`src/rtl/alu_seq_pkg.sv`:
```
// rtl/alu_seq_pkg.sv - opcodes, FSM states and instruction field layout for alu_sequencer
package alu_seq_pkg;

  localparam int unsigned DATA_W  = 8;
  localparam int unsigned RES_W   = 9;
  localparam int unsigned OP_W    = 3;
  localparam int unsigned ADDR_W  = 2;
  localparam int unsigned INSTR_W = 17;

  localparam int unsigned OP_LSB      = 0;
  localparam int unsigned RD_LSB      = 3;
  localparam int unsigned RA_LSB      = 5;
  localparam int unsigned RB_LSB      = 7;
  localparam int unsigned IMM_SEL_BIT = 9;
  localparam int unsigned RSVD_LSB    = 10;

  typedef enum logic [OP_W-1:0] {
    OP_NULL = 3'd0,
    OP_ADD  = 3'd1,
    OP_SUB  = 3'd2,
    OP_AND  = 3'd3,
    OP_OR   = 3'd4,
    OP_XOR  = 3'd5,
    OP_NOT  = 3'd6,
    OP_ILL  = 3'd7
  } op_e;

  typedef enum logic [1:0] {
    ST_IDLE  = 2'd0,
    ST_ISSUE = 2'd1,
    ST_DONE  = 2'd2
  } state_e;

endpackage

```
`src/rtl/alu_seq_regfile.sv`:
```
// rtl/alu_seq_regfile.sv - four 8-bit registers, one write port, three combinational read ports
module alu_seq_regfile
  import alu_seq_pkg::*;
(
  input  logic              clk,
  input  logic              reset,
  input  logic              we,
  input  logic [ADDR_W-1:0] waddr,
  input  logic [DATA_W-1:0] wdata,
  input  logic [ADDR_W-1:0] ra_addr,
  input  logic [ADDR_W-1:0] rb_addr,
  input  logic [ADDR_W-1:0] rd_addr,
  output logic [DATA_W-1:0] ra_data,
  output logic [DATA_W-1:0] rb_data,
  output logic [DATA_W-1:0] rd_data
);

  logic [DATA_W-1:0] regs [4];

  always_ff @(posedge clk) begin
    if (reset) begin
      for (int i = 0; i < 4; i++) regs[i] <= '0;
    end else if (we) begin
      regs[waddr] <= wdata;
    end
  end

  assign ra_data = regs[ra_addr];
  assign rb_data = regs[rb_addr];
  assign rd_data = regs[rd_addr];

endmodule

```
`src/rtl/alu_sequencer.sv`:
```
// rtl/alu_sequencer.sv - three-cycle IDLE/ISSUE/DONE sequencer driving an external ALU
// Optional ALU_SEQ_ERR_EN: opcode 7 raises out_err instead of executing as NULL.
module alu_sequencer
  import alu_seq_pkg::*;
(
  input  logic               in_clk,
  input  logic               in_reset,
  input  logic               in_valid,
  input  logic [INSTR_W-1:0] in_instr,
  input  logic [DATA_W-1:0]  in_imm,
  output logic               out_ready,
  output logic [DATA_W-1:0]  out_alu_a,
  output logic [DATA_W-1:0]  out_alu_b,
  output logic [OP_W-1:0]    out_alu_op,
  input  logic [RES_W-1:0]   in_alu_result,
  output logic [RES_W-1:0]   out_result,
  output logic               out_carry,
  output logic               out_done,
  input  logic [ADDR_W-1:0]  in_rd_addr,
  output logic [DATA_W-1:0]  out_rd_data,
  output logic               out_err
);

  op_e               dec_op;
  op_e               exec_op;
  logic              imm_sel;
  logic              illegal;
  logic [ADDR_W-1:0] rd;
  logic [ADDR_W-1:0] ra;
  logic [ADDR_W-1:0] rb;
  logic [ADDR_W-1:0] wr_addr;
  logic [DATA_W-1:0] ra_data;
  logic [DATA_W-1:0] rb_data;
  logic              unused_reserved;
  state_e            state;

  assign dec_op          = op_e'(in_instr[OP_LSB +: OP_W]);
  assign rd              = in_instr[RD_LSB +: ADDR_W];
  assign ra              = in_instr[RA_LSB +: ADDR_W];
  assign rb              = in_instr[RB_LSB +: ADDR_W];
  assign imm_sel         = in_instr[IMM_SEL_BIT];
  assign unused_reserved = ^in_instr[INSTR_W-1:RSVD_LSB];

`ifdef ALU_SEQ_ERR_EN
  assign exec_op = dec_op;
  assign illegal = (dec_op == OP_ILL);
`else
  assign exec_op = (dec_op == OP_ILL) ? OP_NULL : dec_op;
  assign illegal = 1'b0;
`endif

  alu_seq_regfile u_regfile (
    .clk     (in_clk),
    .reset   (in_reset),
    .we      (state == ST_ISSUE),
    .waddr   (wr_addr),
    .wdata   (in_alu_result[DATA_W-1:0]),
    .ra_addr (ra),
    .rb_addr (rb),
    .rd_addr (in_rd_addr),
    .ra_data (ra_data),
    .rb_data (rb_data),
    .rd_data (out_rd_data)
  );

  always_ff @(posedge in_clk) begin
    if (in_reset) begin
      state      <= ST_IDLE;
      out_ready  <= 1'b0;
      out_alu_a  <= '0;
      out_alu_b  <= '0;
      out_alu_op <= OP_NULL;
      out_result <= '0;
      out_carry  <= 1'b0;
      out_done   <= 1'b0;
      out_err    <= 1'b0;
      wr_addr    <= '0;
    end else begin
      case (state)
        ST_IDLE: begin
          out_done  <= 1'b0;
          out_err   <= 1'b0;
          out_ready <= 1'b1;
          if (in_valid && out_ready) begin
            out_ready <= 1'b0;
            if (illegal) begin
              // Illegal op reuses DONE as its single pulse cycle, touching nothing else.
              out_err <= 1'b1;
              state   <= ST_DONE;
            end else begin
              out_alu_op <= exec_op;
              out_alu_a  <= (imm_sel && exec_op == OP_NULL) ? in_imm : ra_data;
              out_alu_b  <= (imm_sel && exec_op != OP_NULL) ? in_imm : rb_data;
              wr_addr    <= rd;
              state      <= ST_ISSUE;
            end
          end
        end
        ST_ISSUE: begin
          out_result <= in_alu_result;
          out_carry  <= in_alu_result[RES_W-1];
          out_done   <= 1'b1;
          state      <= ST_DONE;
        end
        default: begin
          out_done  <= 1'b0;
          out_err   <= 1'b0;
          out_ready <= 1'b1;
          state     <= ST_IDLE;
        end
      endcase
    end
  end

endmodule
```
`config.mk`:
```
export PLATFORM = sky130hd
export DESIGN_NAME = alu_sequencer
export DESIGN_NICKNAME = d
export VERILOG_FILES = /design/src/rtl/alu_seq_pkg.sv /design/src/rtl/alu_seq_regfile.sv /design/src/rtl/alu_sequencer.sv
export SDC_FILE = /design/constraint.sdc
export NUM_CORES = 1
export LEC_CHECK = 0
export CORE_MARGIN = 3
export CORE_UTILIZATION = 53
export DETAILED_ROUTE_END_ITERATION = 10
export GPL_TIMING_DRIVEN = 0
export PLACE_DENSITY = 0.85
export SLEW_MARGIN = 10
export SYNTH_ARGS = -nofsm -noshare
export SYNTH_HDL_FRONTEND = slang
export SYNTH_SLANG_ARGS = --single-unit
```
`constraint.sdc`:
```
create_clock -name in_clk -period 4.1 [get_ports in_clk]
set_input_delay 1.23 -clock in_clk [delete_from_list [all_inputs] [get_ports in_clk]]
set_output_delay 1.23 -clock in_clk [all_outputs]
set_load 0.02 [all_outputs]
```
==> out/metrics.csv <==
metric,value,unit
rows,27,
maxCapViolCount,0,
required,2870,ps
slew_viol_final,0,
io_pins,79,
drc,0,
vdd_ir_drop_max,0.0003000,V
clock-sinks,66,
drtIter0Drc,106,
die_w,82.93,µm
clock_path_buffers,2,
ys_warn_count,0,
syn-num-nets,282,
core_area,5608,µm²
drtPass1Iterations,4,
tns,0,ps
grt_start_max_net_pins,14,
min_path_type,reg2reg,
arrival,2590,ps
grt_pass1_vias,2196,
cts_tree,built,
cts-root-buf,clkbuf_8,
finalHoldViolations,0,
hold_buffers,0,
p_per_area,369.9,nW/µm²
dr_total_vias,2141,
relSlewSlack,60.77,%
wl,6424,µm
fmax,261.7,MHz
ys_ff_latch,66,
syn_inst,243,
detail-route-antenna-nets,0,
grt_antenna_before_repair,0,
diodes,0,
setup_viol,0,
dp_hpwl,5048,µm
overflow,0,
grtUsageTotal,20.04,%
post_cts_buffers,0,
grt_pass1_wl,10880,µm
dpl_cell_area,3857,µm²
initial_core_util,55.93,%
synth.distinct_cells,34,
fin_crit,3821,ps
numPortBuffers,63,
syn_area_per_cell,12.91,µm²
leakage,0.001512,µW
stdcell_area,4059,µm²
max_slew.worst_pin.slew,583.5,ps
finish.net_count,356,
skew,6.601,ps
syn_to_final_growth,29.40,%
outcome,completed,
critPathMaxFanout,8,
post_cts_resized,0,
crit_type,in2out,
fin_crit_sh,93.20,%
clk_pin_slew,70,ps
dieHeight,82.93,µm
die_area,6877,µm²
drive_gt1_share,19.88,%
rsz0062_at_grt,false,
htreeDepth,3,
start_kind,input pin,
avgViaCountPerCell,5.434,
end_kind,output port,
worstSkewPairLatency,340,ps
cts_made_buffers,9,
wl_per_cell,16.30,µm
place.gp.congestion,0.7459,
yosysSeqAreaShare,52.33,%
synth_area,3137,µm²
area by class of cell:
type                       instances  area (µm²)
sequential                        66        1642
tap                               72       90.09
clock buffer                       9       123.9
fill                             419        1549
inverter                           1       3.754
buffer                            16       90.09
timing repair buffer              63       630.6
multi-input combinational        160        1401
clock inverter                     7       77.57
per-layer routing:
metal	routed length (µm)	part of all wire [%]	vias to the layer above	track usage, %
li1	-	-	1041	-
met2	3358	52	71	34.26
met4	50	0.78	0	6.241
met5	0	0	-	0
met1	2709	42	1027	24.35
met3	305	4.7	2	6.052
cell usage after synthesis:
cell      instances  area share [%]
nor2_2            1            0.20
a32o_1            3            0.96
clkbuf_2          1            0.16
o21a_1            1            0.24
nand2_1          37             4.4
a21oi_1           9             1.4
dfxtp_1          34              22
mux2i_1          16             5.1
clkbuf_1          3            0.36
buf_1             2            0.24
nand2b_1          2            0.40
edfxtp_1         32              31
o21ai_0           3            0.48
a22o_1            2            0.56
nor2b_1           1            0.20
inv_2             1            0.12
and4bb_2          1            0.40
conb_1            1            0.12
nor4b_4           2             1.5
nor4_2            1            0.40
nand3_1           1            0.16
nand2b_2          1            0.28
or2_2             3            0.60
or3_4             1            0.36
nor2_1            2            0.24
o21ai_1          13             2.1
mux4_2           24              17
buf_2             5            0.80
a31o_2            1            0.28
a21bo_1           1            0.32
buf_4             4            0.96
buf_6             1            0.36
and2_1           32             6.4
nand3_2           1            0.32
registers in the layout, indices dropped and copies added (netlist names):
signal,count
out_alu_a,8
u_regfile.regs,32
out_alu_b,8
out_result,9
out_alu_op,3
out_ready,1
wr_addr,2
state,2
out_done,1
report_power, final:
group / total, µW / internal (µW) / switching (µW)
logic: 216 / 115 / 101
clock network: 547 / 286 / 261
registers: 738 / 718 / 20.2
total: 1500 / 1120 / 382
cell usage in the layout, fill, tap and decap left out, types with 3 or more instances in the layout:
master,synthesis,final
clkbuf_1,3,3
clkbuf_8,0,9
mux2i_1,16,16
buf_4,4,4
dfxtp_1,34,34
mux4_2,24,24
o21ai_0,3,3
a32o_1,3,3
buf_2,5,5
and2_1,32,32
nand2_1,37,37
a21oi_1,9,9
or2_2,3,3
o21ai_1,13,13
edfxtp_1,32,32
clkdlybuf4s50_1,0,63
worst paths after layout:
path,cells past startpoint,start,slack [ps],to
max,3,in_rd_addr[0],280,out_rd_data[7]
min,2,out_alu_a[2],450,out_alu_a[2]
max reg2reg,3,state[0],2430,u_regfile.regs[1][6]
min reg2reg,2,out_alu_a[2],450,out_alu_a[2]
cell families after synthesis:
logic type / count (synthesis) / synth area share (%)
simple gates: 86 / 15.88
mux: 40 / 22.34
other cells: 1 / 0.1196
buf+inv: 17 / 2.991
flops: 66 / 52.33
compound gates: 33 / 6.342
metrics by stage:
step / std cells / worst slack (ps) / power, µW / utilization (%) / hold slack [ps]
2_1_floorplan: 243 / 811.5 / 875.7 / - / 524.1
3_3_place_gp: 378 / 268.6 / 961.8 / 68.79 / 438.3
3_5_place_dp: 378 / 264.3 / 969.5 / 68.79 / 442.9
4_1_cts: 394 / 264.7 / 1514 / 72.38 / 452.8
5_1_grt: 394 / 220.0 / 1567 / 72.38 / 460.6
6_report: 394 / 278.6 / 1501 / 72.38 / 449.8
worst max-delay path, stage by stage:
cell and delay (ps):
buf_2 250, mux4_2 550, clkdlybuf4s50_1 560
Power figures use the tool's default switching activity.
